## src/rtl/rewind_sequencer_pkg.sv

```systemverilog
// Shared types for the mispredict rewind sequencer: ROB/physical tag widths and walk states.
package rewind_sequencer_pkg;
    localparam int DEF_WAY      = 2;
    localparam int DEF_ROB_SIZE = 8;
    localparam int ROB_IDX_W    = $clog2(DEF_ROB_SIZE);
    localparam int PHY_REG_W    = 6;

    typedef logic [ROB_IDX_W-1:0] rob_idx_t;
    typedef logic [PHY_REG_W-1:0] phy_reg_idx_t;

    typedef enum logic [1:0] {IDLE, WALK, DONE} rewind_state_e;
endpackage

```

## src/rtl/rewind_sequencer_if.sv

```systemverilog
// Bundle between the rewind sequencer and its surroundings (ROB, map table, freelist, dispatch).
interface rewind_sequencer_if
    import rewind_sequencer_pkg::*;
#(
    parameter int WAY      = DEF_WAY,
    parameter int ROB_SIZE = DEF_ROB_SIZE
) ();
    localparam int IDX_W = $clog2(ROB_SIZE);
    localparam int CNT_W = $clog2(WAY + 1);

    logic                             squash_valid;
    logic [IDX_W-1:0]                 squash_rob_idx;
    logic [IDX_W-1:0]                 rob_head;
    logic [IDX_W-1:0]                 rob_tail;
    logic [WAY-1:0][IDX_W-1:0]        rob_rd_idx;
    logic [WAY-1:0]                   rob_rd_has_dest;
    logic [WAY-1:0][PHY_REG_W-1:0]    rob_rd_T;
    logic [WAY-1:0][PHY_REG_W-1:0]    rob_rd_Told;
    logic [CNT_W-1:0]                 rewind_num;
    logic [WAY-1:0][PHY_REG_W-1:0]    rewind_T;
    logic [WAY-1:0][PHY_REG_W-1:0]    rewind_Told;
    logic [CNT_W-1:0]                 free_num;
    logic [WAY-1:0][PHY_REG_W-1:0]    free_tag;
    logic                             dispatch_stall;
    logic                             tail_set_valid;
    logic [IDX_W-1:0]                 tail_set_idx;

    modport master (
        input  squash_valid, squash_rob_idx, rob_head, rob_tail,
               rob_rd_has_dest, rob_rd_T, rob_rd_Told,
        output rob_rd_idx, rewind_num, rewind_T, rewind_Told, free_num, free_tag,
               dispatch_stall, tail_set_valid, tail_set_idx
    );

    modport slave (
        output squash_valid, squash_rob_idx, rob_head, rob_tail,
               rob_rd_has_dest, rob_rd_T, rob_rd_Told,
        input  rob_rd_idx, rewind_num, rewind_T, rewind_Told, free_num, free_tag,
               dispatch_stall, tail_set_valid, tail_set_idx
    );
endinterface

```

## src/rtl/rewind_sequencer_compactor.sv

```systemverilog
// Order-preserving packing of WAY (valid, T, Told) lanes into a dense prefix plus a count.
module rewind_sequencer_compactor #(
    parameter int WAY   = 2,
    parameter int TAG_W = 6,
    parameter int CNT_W = $clog2(WAY + 1)
) (
    input  logic [WAY-1:0]             in_vld,
    input  logic [WAY-1:0][TAG_W-1:0]  in_t,
    input  logic [WAY-1:0][TAG_W-1:0]  in_told,
    output logic [CNT_W-1:0]           out_num,
    output logic [WAY-1:0][TAG_W-1:0]  out_t,
    output logic [WAY-1:0][TAG_W-1:0]  out_told
);
    logic [WAY-1:0][CNT_W-1:0] pre;

    always_comb begin
        pre[0] = '0;
        for (int i = 1; i < WAY; i++) begin
            pre[i] = pre[i-1] + CNT_W'(in_vld[i-1]);
        end
        out_num = pre[WAY-1] + CNT_W'(in_vld[WAY-1]);
    end

    // A valid input lane lands on the output lane equal to its prefix count.
    always_comb begin
        out_t    = '0;
        out_told = '0;
        for (int j = 0; j < WAY; j++) begin
            for (int i = 0; i < WAY; i++) begin
                if (in_vld[i] && pre[i] == CNT_W'(j)) begin
                    out_t[j]    = in_t[i];
                    out_told[j] = in_told[i];
                end
            end
        end
    end
endmodule

```

## src/rtl/rewind_sequencer.sv

```systemverilog
// Mispredict recovery: walks the ROB youngest-first from tail to the branch, replaying
// (T, Told) pairs to the map table and freelist, then publishes the restored tail.
module rewind_sequencer
    import rewind_sequencer_pkg::*;
#(
    parameter int WAY      = DEF_WAY,
    parameter int ROB_SIZE = DEF_ROB_SIZE
) (
    input  logic                clock,
    input  logic                reset,
    rewind_sequencer_if.master  bus
);
    localparam int IDX_W = $clog2(ROB_SIZE);
    localparam int CNT_W = $clog2(WAY + 1);

    typedef logic [IDX_W-1:0] idx_t;
    localparam idx_t WAY_I = idx_t'(WAY);

    rewind_state_e state_q, state_d;
    idx_t          cursor_q, cursor_d;
    idx_t          stop_q, stop_d;
    idx_t          remain_q, remain_d;
    logic          pend_q, pend_d;
    idx_t          pend_idx_q, pend_idx_d;

    idx_t                             n;
    idx_t                             sq_idx;
    logic [WAY-1:0]                   lane_vld;
    logic [WAY-1:0][IDX_W-1:0]        rd_idx;
    logic                             tail_set_valid;
    idx_t                             tail_set_idx;
    logic [CNT_W-1:0]                 rw_num;
    logic [WAY-1:0][PHY_REG_W-1:0]    rw_t;
    logic [WAY-1:0][PHY_REG_W-1:0]    rw_told;

    // Age relative to the ROB head; smaller means older.
    function automatic idx_t age(input idx_t x, input idx_t head);
        return x - head;
    endfunction

    always_comb begin
        state_d        = state_q;
        cursor_d       = cursor_q;
        stop_d         = stop_q;
        remain_d       = remain_q;
        pend_d         = pend_q;
        pend_idx_d     = pend_idx_q;
        n              = '0;
        lane_vld       = '0;
        rd_idx         = '0;
        tail_set_valid = 1'b0;
        tail_set_idx   = '0;

        // A squash deferred from DONE competes with a fresh one; the older branch wins.
        sq_idx = bus.squash_rob_idx;
        if (pend_q && (!bus.squash_valid ||
                       age(pend_idx_q, bus.rob_head) < age(bus.squash_rob_idx, bus.rob_head)))
            sq_idx = pend_idx_q;

        case (state_q)
            IDLE: begin
                pend_d = 1'b0;
                if (bus.squash_valid || pend_q) begin
                    stop_d   = sq_idx + idx_t'(1);
                    cursor_d = bus.rob_tail - idx_t'(1);
                    remain_d = bus.rob_tail - stop_d;
                    state_d  = (remain_d != '0) ? WALK : DONE;
                end
            end
            WALK: begin
                n = (remain_q < WAY_I) ? remain_q : WAY_I;
                for (int i = 0; i < WAY; i++) begin
                    if (idx_t'(i) < n) begin
                        rd_idx[i]   = cursor_q - idx_t'(i);
                        lane_vld[i] = bus.rob_rd_has_dest[i];
                    end
                end
                cursor_d = cursor_q - n;
                remain_d = remain_q - n;
                state_d  = (remain_q == n) ? DONE : WALK;
                // An older branch pulls the stop point back; this cycle's lanes still issue.
                if (bus.squash_valid &&
                    age(bus.squash_rob_idx, bus.rob_head) < age(stop_q - idx_t'(1), bus.rob_head)) begin
                    stop_d   = bus.squash_rob_idx + idx_t'(1);
                    remain_d = cursor_d + idx_t'(1) - stop_d;
                    state_d  = (remain_d != '0) ? WALK : DONE;
                end
            end
            DONE: begin
                tail_set_valid = 1'b1;
                tail_set_idx   = stop_q;
                state_d        = IDLE;
                if (bus.squash_valid) begin
                    pend_d     = 1'b1;
                    pend_idx_d = bus.squash_rob_idx;
                end
            end
            default: state_d = IDLE;
        endcase
    end

    always_ff @(posedge clock or negedge reset) begin
        if (!reset) begin
            state_q    <= IDLE;
            cursor_q   <= '0;
            stop_q     <= '0;
            remain_q   <= '0;
            pend_q     <= 1'b0;
            pend_idx_q <= '0;
        end else begin
            state_q    <= state_d;
            cursor_q   <= cursor_d;
            stop_q     <= stop_d;
            remain_q   <= remain_d;
            pend_q     <= pend_d;
            pend_idx_q <= pend_idx_d;
        end
    end

    rewind_sequencer_compactor #(
        .WAY   (WAY),
        .TAG_W (PHY_REG_W),
        .CNT_W (CNT_W)
    ) u_compactor (
        .in_vld   (lane_vld),
        .in_t     (bus.rob_rd_T),
        .in_told  (bus.rob_rd_Told),
        .out_num  (rw_num),
        .out_t    (rw_t),
        .out_told (rw_told)
    );

    assign bus.rob_rd_idx     = rd_idx;
    assign bus.rewind_num     = rw_num;
    assign bus.rewind_T       = rw_t;
    assign bus.rewind_Told    = rw_told;
    assign bus.free_num       = rw_num;
    assign bus.free_tag       = rw_t;
    assign bus.dispatch_stall = (state_q != IDLE);
    assign bus.tail_set_valid = tail_set_valid;
    assign bus.tail_set_idx   = tail_set_idx;
endmodule
```

## src/flat_wrapper.sv

```systemverilog
// flat-port wrapper written by rule: the top's interface ports become plain ports
module rewind_sequencer_flat import rewind_sequencer_pkg::*;
#(
    parameter int WAY      = DEF_WAY,
    parameter int ROB_SIZE = DEF_ROB_SIZE
)
  (clock, reset, bus_squash_valid, bus_squash_rob_idx, bus_rob_head, bus_rob_tail, bus_rob_rd_has_dest, bus_rob_rd_T, bus_rob_rd_Told, bus_rob_rd_idx, bus_rewind_num, bus_rewind_T, bus_rewind_Told, bus_free_num, bus_free_tag, bus_dispatch_stall, bus_tail_set_valid, bus_tail_set_idx);
  rewind_sequencer_if #(.WAY(WAY), .ROB_SIZE(ROB_SIZE)) bus_i ();
  input  logic clock;
  input  logic reset;
  input wire logic [$bits(bus_i.squash_valid)-1:0] bus_squash_valid;
  input wire logic [$bits(bus_i.squash_rob_idx)-1:0] bus_squash_rob_idx;
  input wire logic [$bits(bus_i.rob_head)-1:0] bus_rob_head;
  input wire logic [$bits(bus_i.rob_tail)-1:0] bus_rob_tail;
  input wire logic [$bits(bus_i.rob_rd_has_dest)-1:0] bus_rob_rd_has_dest;
  input wire logic [$bits(bus_i.rob_rd_T)-1:0] bus_rob_rd_T;
  input wire logic [$bits(bus_i.rob_rd_Told)-1:0] bus_rob_rd_Told;
  output wire logic [$bits(bus_i.rob_rd_idx)-1:0] bus_rob_rd_idx;
  output wire logic [$bits(bus_i.rewind_num)-1:0] bus_rewind_num;
  output wire logic [$bits(bus_i.rewind_T)-1:0] bus_rewind_T;
  output wire logic [$bits(bus_i.rewind_Told)-1:0] bus_rewind_Told;
  output wire logic [$bits(bus_i.free_num)-1:0] bus_free_num;
  output wire logic [$bits(bus_i.free_tag)-1:0] bus_free_tag;
  output wire logic [$bits(bus_i.dispatch_stall)-1:0] bus_dispatch_stall;
  output wire logic [$bits(bus_i.tail_set_valid)-1:0] bus_tail_set_valid;
  output wire logic [$bits(bus_i.tail_set_idx)-1:0] bus_tail_set_idx;
  assign bus_i.squash_valid = bus_squash_valid;
  assign bus_i.squash_rob_idx = bus_squash_rob_idx;
  assign bus_i.rob_head = bus_rob_head;
  assign bus_i.rob_tail = bus_rob_tail;
  assign bus_i.rob_rd_has_dest = bus_rob_rd_has_dest;
  assign bus_i.rob_rd_T = bus_rob_rd_T;
  assign bus_i.rob_rd_Told = bus_rob_rd_Told;
  assign bus_rob_rd_idx = bus_i.rob_rd_idx;
  assign bus_rewind_num = bus_i.rewind_num;
  assign bus_rewind_T = bus_i.rewind_T;
  assign bus_rewind_Told = bus_i.rewind_Told;
  assign bus_free_num = bus_i.free_num;
  assign bus_free_tag = bus_i.free_tag;
  assign bus_dispatch_stall = bus_i.dispatch_stall;
  assign bus_tail_set_valid = bus_i.tail_set_valid;
  assign bus_tail_set_idx = bus_i.tail_set_idx;
  rewind_sequencer #(.WAY(WAY), .ROB_SIZE(ROB_SIZE)) u_core (.clock(clock), .reset(reset), .bus(bus_i));
endmodule
```

## config.mk

```make
export PLATFORM = sky130hd
export DESIGN_NAME = rewind_sequencer_flat
export DESIGN_NICKNAME = d
export VERILOG_FILES = /design/src/rtl/rewind_sequencer_pkg.sv /design/src/rtl/rewind_sequencer_if.sv /design/src/rtl/rewind_sequencer_compactor.sv /design/src/rtl/rewind_sequencer.sv /design/src/flat_wrapper.sv
export SDC_FILE = /design/constraint.sdc
export NUM_CORES = 1
export LEC_CHECK = 0
export ABC_AREA = 1
export ABC_CLOCK_PERIOD_IN_PS = 3400
export BUFFER_PORTS_ARGS = -buffer_cell sky130_fd_sc_hd__buf_4
export CORE_MARGIN = 2
export CORE_UTILIZATION = 43
export DETAILED_ROUTE_END_ITERATION = 10
export GPL_ROUTABILITY_DRIVEN = 0
export HOLD_SLACK_MARGIN = 0.1
export PLACE_DENSITY = 0.85
export SLEW_MARGIN = 40
export SYNTH_ARGS = -nofsm -noshare
export SYNTH_HDL_FRONTEND = slang
export SYNTH_SLANG_ARGS = --single-unit
```

## constraint.sdc

```tcl
create_clock -name clock -period 3.4 [get_ports clock]
set_input_delay 0.17 -clock clock [delete_from_list [all_inputs] [get_ports clock]]
set_output_delay 0.17 -clock clock [all_outputs]
set_load 0.05 [all_outputs]
```

==> results of run 1 <==
==> sequential cells by signal, summed over array words and instances (netlist names) <==
signal / flops
u_core.pend_q: 1
u_core.pend_idx_q: 3
u_core.remain_q: 3
u_core.cursor_q: 3
u_core.state_q: 2
u_core.stop_q: 3
==> layer usage <==
layer	track usage, %	wire length [µm]
met4	5.24	89
met3	3.85	315
met1	27.0	2270
met5	0	0
met2	39.6	3060
==> what timing repair did <==
item | 4_1_cts | 5_1_grt
setup buffers | 9 | 3
hold endpoints to repair | 15 | 0
gates resized for setup | 16 | 17
setup endpoints to repair | 4 | 5
pin swaps | 14 | 14
hold buffers | 1 | 0
==> kinds of logic (layout without fill, tap and decap cells) <==
| kind of cell | count (synthesis) | in the layout |
|---|---|---|
| AO/OA/AOI/OAI | 34 | 34 |
| XOR/XNOR | 15 | 15 |
| adder cells (fa/ha/maj) | 24 | 24 |
| buffers and inverters | 81 | 175 |
| flip-flops | 15 | 15 |
| other | 1 | 1 |
| AND/OR/NAND/NOR | 118 | 118 |
==> per-stage QoR <==
| step | instance area, µm² | worst slack [ns] | cells | total power, µW | setup TNS, ns |
|---|---|---|---|---|---|
| 6_report | 2860 | -0.131 | 434 | 2840 | -0.326 |
| 5_1_grt | 2860 | -0.368 | 434 | 3060 | -1.29 |
| 4_1_cts | 2770 | -0.130 | 432 | 2730 | -0.362 |
| 3_5_place_dp | 2590 | -0.403 | 418 | 2410 | -1.35 |
| 3_3_place_gp | 2590 | -0.187 | 418 | 2360 | -0.592 |
| 2_1_floorplan | 1930 | 0.00714 | 288 | 1920 | 0 |
==> final cells by class <==
cell class                      instances  area [µm²]  area share, %
Multi-Input combinational cell        192        1320           45.9
Timing Repair Buffer                  109         828           28.9
Sequential cell                        15         375           13.1
Inverter                               62         233           8.13
Tap cell                               52        65.1           2.27
Clock buffer                            3        41.3           1.44
Clock inverter                          1        5.00          0.175
==> path summary, 6_finish.rpt <==
kind                                        end  slack [ns]
max reg2reg                   u_core.state_q[1]       -0.13
max                           u_core.state_q[1]       -0.13
min reg2reg                    u_core.stop_q[1]        0.56
min in group asynchronous    u_core.cursor_q[1]        0.32
min                        u_core.pend_idx_q[0]        0.25
max in group asynchronous  u_core.pend_idx_q[1]        2.89
==> report_power, final <==
group          internal [µW]  switching, µW
Sequential               269           87.8
Clock                   81.2           67.1
Combinational            859           1480
==> critical path, delay by kind of cell, from the launching register on <==
kind / cells / cell delay [ns]
compound gates: 3 / 0.35
xor+xnor: 3 / 0.50
fa+ha+maj: 5 / 1.42
buf+inv: 4 / 0.24
flops: 1 / 0.39
simple gates: 6 / 0.56
==> cells in the final DEF (no fill, tap or decap), drive strengths merged <==
| master | count |
|---|---|
| buf | 108 |
| a22oi | 2 |
| o211ai | 3 |
| conb | 1 |
| xnor2 | 8 |
| nor3 | 5 |
| inv | 62 |
| dlygate4sd3 | 1 |
| or2 | 1 |
| nand3 | 21 |
| fa | 5 |
| dfrtp | 15 |
| o22ai | 2 |
| nand2 | 68 |
| clkinv | 1 |
| a21oi | 13 |
| o21ai | 14 |
| ha | 19 |
| nand4 | 1 |
| clkbuf | 3 |
| xor2 | 7 |
| nor2 | 22 |
==> summary.md, run 1 <==
| Metric | Value |
|---|---|
| Sequential area share after synthesis | `19.4%` |
| Final nets | `445` |
| Setup crit start kind | `flop` |
| First-pass GRT wire length | `9050 µm` |
| Average wire per standard cell | `13.2 µm` |
| Final setup violation count | `3` |
| DRT Pass-1 Iters | `4` |
| Syn-to-layout area delta | `48.2%` |
| Clk_skew | `0.00172 ns` |
| Chip height | `71.0 µm` |
| Most frequent cells after synthesis | `68 x nand2_1, 58 x inv_1, 21 x nand3_1` |
| Power per cell area | `992 mW/mm²` |
| Async S/R FF share, synth | `100%` |
| Syn_area_per_cell | `6.71 µm²` |
| Primary FF master, synth | `dfrtp_1` |
| Crit-path cells | `inv_2 -> ha_4 -> inv_2 -> fa_2 -> xnor2_2 -> xor2_1 -> ha_1 -> a21oi_2 -> nand2_2 -> nand2_4 -> nand2_4 -> nor2_2 -> a21oi_1 -> ha_1 -> inv_2 -> fa_2 -> xnor2_2 -> inv_1 -> nand3_2 -> nand4_1 -> a21oi_2` |
| EDFF count, synth | `0` |
| Area share of the largest cell type after synthesis | `19.4%` |
| Leading area contributor after synthesis | `dfrtp_1` |
| Most used cell, CP | `inv_2` |
| Synth Area in Adders | `17.5%` |
| Initial core utilization | `44.4%` |
| Crit end category | `flop` |
| Post-DP HPWL | `4330 µm` |
| Synth top area cells | `dfrtp_1 19%, nand2_1 13%, ha_1 12%, inv_1 11%, buf_4 5.4%` |
| Total GRT Usage | `21.9%` |
| Pins Over Slew Limit | `0` |
| Leakage | `0.00169 µW` |
| Clock buffer depth | `2` |
| Vias in the first global route | `2106` |
| Synthesized cell area | `0.00193 mm²` |
| Worst Hold Class | `input pin to flop` |
| Worst Setup Slack, final | `-0.131 ns` |
| Crit Path Category | `flop to flop` |
| Clock-pin slew on the worst setup and hold paths | `0.07 ns` |
| Initial antenna violation count | `0` |
| Largest family of logic cells by synthesized area | `simple AND/OR/NAND/NOR gates` |
| TritonCTS clock tree | `built` |
| ANT cells | `0` |
| I/O Pins | `89` |
| Fillers | `372` |
| Status | `complete, but fails checks` |
| Arrival time worst endpoint | `3.71 ns` |
| Number of DRC markers in iteration 0 | `132` |
| Post-Syn Instances | `288` |
| Post-Route Utilization | `65.7%` |
| RSZ-0062 raised after global routing | `yes` |
| DR vias | `2144` |
| Die Wd | `71.0 µm` |
| Max-cap violations | `0` |
| Max Fclk | `283 MHz` |
| # port buffers | `88` |
| DRT antenna net count | `0` |
| Slowest-stage cell, CP | `dfrtp_1` |
| Mux cell area share after synthesis | `0%` |
| Reg-to-Reg Start | `u_core.pend_idx_q[0]` |
| H-tree levels | `1` |
| WHS Path Cells | `3` |
| Post-layout minimum cycle time | `3.53 ns` |
| Post-Synth XOR/XNOR Area | `7.19%` |
| Max FO, Critical Path | `6` |
| Die ar. | `0.00504 mm²` |
| Pin count of the biggest net entering global routing | `16` |
| Peak supply drop | `0.812 mV` |
| Skew-Pair Late Insertion Delay | `0.25 ns` |
| Core Area | `0.00435 mm²` |
| Count leader, synth | `nand2_1` |
| CP Data Required Time | `3.58 ns` |
| Post-synthesis simple-gate area fraction | `26.4%` |
| #FFs+latches synth | `15` |
| Biggest cell delay along the critical path | `0.39 ns` |
| Gr ovfl total | `0` |
| CTS buffer count | `3` |
| Syn_nets | `350` |
| Share of cells above drive strength 1 | `39.0%` |
| Total Wirelength | `5730 µm` |
| Violated checks | `negative setup slack` |
| # rows | `24` |
| Yosys warns | `0` |
| Synth Area in Compound Gates | `10.4%` |
| Crit path from | `u_core.pend_idx_q[0]` |
| Reg2reg path depth | `21` |
| Yosys cell types | `31` |
| Hold_ws | `0.252 ns` |
| Hold path startpoint | `bus_squash_rob_idx[0]` |
| Tcrit/Tclk final | `104%` |
| Post-route DRC | `0` |
| Final hold violations | `0` |
| Root Driver | `clkbuf_8` |
| Clock sink count | `15` |
| Via density | `4.94` |
No activity file was read; power rests on OpenSTA's default activity.
==> run 2: changes to the inputs <==
--- a/config.mk
+++ b/config.mk
@@ -10,9 +10,11 @@
 export BUFFER_PORTS_ARGS = -buffer_cell sky130_fd_sc_hd__buf_4
 export CORE_MARGIN = 2
 export CORE_UTILIZATION = 43
+export CTS_BUF_LIST = sky130_fd_sc_hd__clkbuf_8 sky130_fd_sc_hd__clkbuf_16
 export DETAILED_ROUTE_END_ITERATION = 10
 export GPL_ROUTABILITY_DRIVEN = 0
 export HOLD_SLACK_MARGIN = 0.1
+export MAX_ROUTING_LAYER = met4
 export PLACE_DENSITY = 0.85
 export SLEW_MARGIN = 40
 export SYNTH_ARGS = -nofsm -noshare
==> run 2 against run 1 <==
Compared with the run above: sequential power hardly changed; critical path depth did not move; cell area unchanged; die area unchanged; power fell by 0.26%; the run still ends with negative setup slack left; clock skew is 0.00083 ns higher; global-route usage grew 0.66 points; worst setup slack better by 0.015 ns; highest routed layer unchanged; non-clock buffer count unchanged.
==> summary.md, run 2 (synthesized netlist as in run 1, its figures left out) <==
| Metric | Value |
|---|---|
| Slowest-stage cell, CP | `dfrtp_1` |
| Final nets | `445` |
| Status | `complete, but fails checks` |
| Hold path startpoint | `bus_squash_rob_idx[0]` |
| Commonest non-fill, non-tap cell in the layout | `buf_4` |
| Pins Over Slew Limit | `0` |
| Chip height | `71.0 µm` |
| Biggest cell delay along the critical path | `0.39 ns` |
| Worst Hold Class | `input pin to flop` |
| Skew-Pair Late Insertion Delay | `0.25 ns` |
| Leakage | `0.00169 µW` |
| Reg2reg end | `u_core.state_q[1]` |
| FF-to-FF setup slack | `-0.12 ns` |
| Share of cells above drive strength 1 | `39.0%` |
| Total Wirelength | `5710 µm` |
| # port buffers | `88` |
| I/O Pins | `89` |
| Die ar. | `0.00504 mm²` |
| Total GRT Usage | `22.6%` |
| Crit-path cells | `inv_2 -> ha_4 -> inv_2 -> fa_2 -> xnor2_2 -> xor2_1 -> ha_1 -> a21oi_2 -> nand2_2 -> nand2_4 -> nand2_4 -> nor2_2 -> a21oi_1 -> ha_1 -> inv_2 -> fa_2 -> xnor2_2 -> inv_1 -> nand3_2 -> nand4_1 -> a21oi_2` |
| Power per cell area | `989 mW/mm²` |
| # rows | `24` |
| CTS buffer count | `3` |
| DRT Pass-1 Iters | `4` |
| Most frequent cells in the layout | `106 x buf_4, 64 x nand2_1, 55 x inv_1, 18 x nor2_1, 18 x ha_1` |
| Final hold violations | `0` |
| Final setup violation count | `3` |
| H-tree levels | `1` |
| DRT antenna net count | `0` |
| Vias in the first global route | `2104` |
| Gr ovfl total | `0` |
| Fillers | `372` |
| TritonCTS clock tree | `built` |
| Most used cell, CP | `inv_2` |
| Clock buffer depth | `2` |
| Reg2reg path depth | `21` |
| DR vias | `2121` |
| Setup crit start kind | `flop` |
| Root Driver | `clkbuf_8` |
| Delay-heaviest family, CP | `adder cells` |
| Syn-to-layout area delta | `48.2%` |
| Pin count of the biggest net entering global routing | `16` |
| Max Fclk | `284 MHz` |
| Final TNS setup | `-0.283 ns` |
| Crit Path Category | `flop to flop` |
| Clock sink count | `15` |
| Crit end category | `flop` |
| Post-DP HPWL | `4330 µm` |
| Reg-to-Reg Start | `u_core.pend_idx_q[0]` |
| WHS Path Cells | `3` |
| RSZ-0062 raised after global routing | `yes` |
| Die Wd | `71.0 µm` |
| Number of DRC markers in iteration 0 | `126` |
| CP Data Required Time | `3.58 ns` |
| Clk_skew | `0.00255 ns` |
| Endpoint, Worst Hold | `u_core.pend_idx_q[0]` |
| Worst Setup Slack, final | `-0.116 ns` |
| Core Area | `0.00435 mm²` |
| Fin cells | `434` |
| Pre-CTS WS | `-0.403 ns` |
| Arrival time worst endpoint | `3.69 ns` |
| First-pass GRT wire length | `9060 µm` |
| Violated checks | `negative setup slack` |
| Placed cells | `418` |
| Initial core utilization | `44.4%` |
| Post-Route Utilization | `65.7%` |
| Via density | `4.89` |
| CP bufs+invs | `4` |
| Post-layout minimum cycle time | `3.52 ns` |
| Average wire per standard cell | `13.1 µm` |
| Post-route DRC | `0` |
| Clock-pin slew on the worst setup and hold paths | `0.07 ns` |
| ANT cells | `0` |
| Max FO, Critical Path | `6` |
| Tcrit/Tclk final | `103%` |
| Initial antenna violation count | `0` |
| Max-cap violations | `0` |
| Peak supply drop | `0.809 mV` |
[run 2: cell counts in the layout (fill, tap and decap cells not counted)]
No cell type changed its count.
[run 2: worst max-delay path by stage]
| stage | end | cells past startpoint | slack [ns] | start |
|---|---|---|---|---|
| floorplan | u_core.state_q[0] | 22 | 0.007 | u_core.pend_idx_q[0] |
| finish | u_core.state_q[1] | 21 | -0.12 | u_core.pend_idx_q[0] |
| global route | u_core.state_q[1] | 21 | -0.37 | u_core.pend_idx_q[0] |
| CTS | u_core.state_q[1] | 21 | -0.13 | u_core.pend_idx_q[0] |
| global placement | u_core.remain_q[2] | 24 | -0.19 | bus_squash_rob_idx[0] |
| detailed placement | u_core.remain_q[2] | 24 | -0.40 | bus_squash_rob_idx[0] |
[run 2: where the power goes]
| group | leakage (µW) | switching, µW | internal, µW |
|---|---|---|---|
| logic | 0.00148 | 1470 | 859 |
| registers | 0.000184 | 85.6 | 269 |
| clock network | 0.0000255 | 66.6 | 81.2 |
[run 2: final cells by class]
type	count	area, µm²	area share (%)
tap	52	65.1	2.27
multi-input combinational	192	1320	45.9
clock inverter	1	5.00	0.175
clock buffer	3	41.3	1.44
sequential	15	375	13.1
inverter	62	233	8.13
timing repair buffer	109	828	28.9
[run 2: metrics by stage]
stage / hold WS, ns / total power [µW] / instance area (µm²)
floorplan: -0.126 / 1920 / 1930
global placement: 0.0398 / 2360 / 2590
detailed placement: 0.0446 / 2410 / 2590
CTS: 0.230 / 2730 / 2770
global route: 0.276 / 3060 / 2860
finish: 0.250 / 2830 / 2860
[run 2: routing by layer]
metal | vias to the layer above | share of wire (%) | wire (µm) | GRT usage, %
li1 | 1058 | - | - | -
met1 | 985 | 40 | 2270 | 27.2
met2 | 68 | 54 | 3080 | 39.5
met3 | 10 | 4.7 | 270 | 3.70
met4 | 0 | 1.6 | 89 | 5.24
met5 | - | 0 | 0 | -
[run 2: worst register-to-register path: stages, from the launching register on]
cell and delay [ns]:
dfrtp_1 0.39, inv_2 0.08, ha_4 0.12, inv_2 0.03
fa_2 0.36, xnor2_2 0.15, xor2_1 0.19, ha_1 0.28
a21oi_2 0.15, nand2_2 0.09, nand2_4 0.08, nand2_4 0.08
nor2_2 0.09, a21oi_1 0.05, ha_1 0.29, inv_2 0.05
fa_2 0.37, xnor2_2 0.16, inv_1 0.07, nand3_2 0.10
nand4_1 0.12, a21oi_2 0.15
[run 2: repair_timing]
action / in CTS / in global routing
endpoints found under the hold margin: 15 / 0
hold buffers: 1 / 0
buffers inserted: 9 / 3
gates resized for setup: 16 / 17
setup endpoints to repair: 4 / 5
pin swaps: 14 / 14
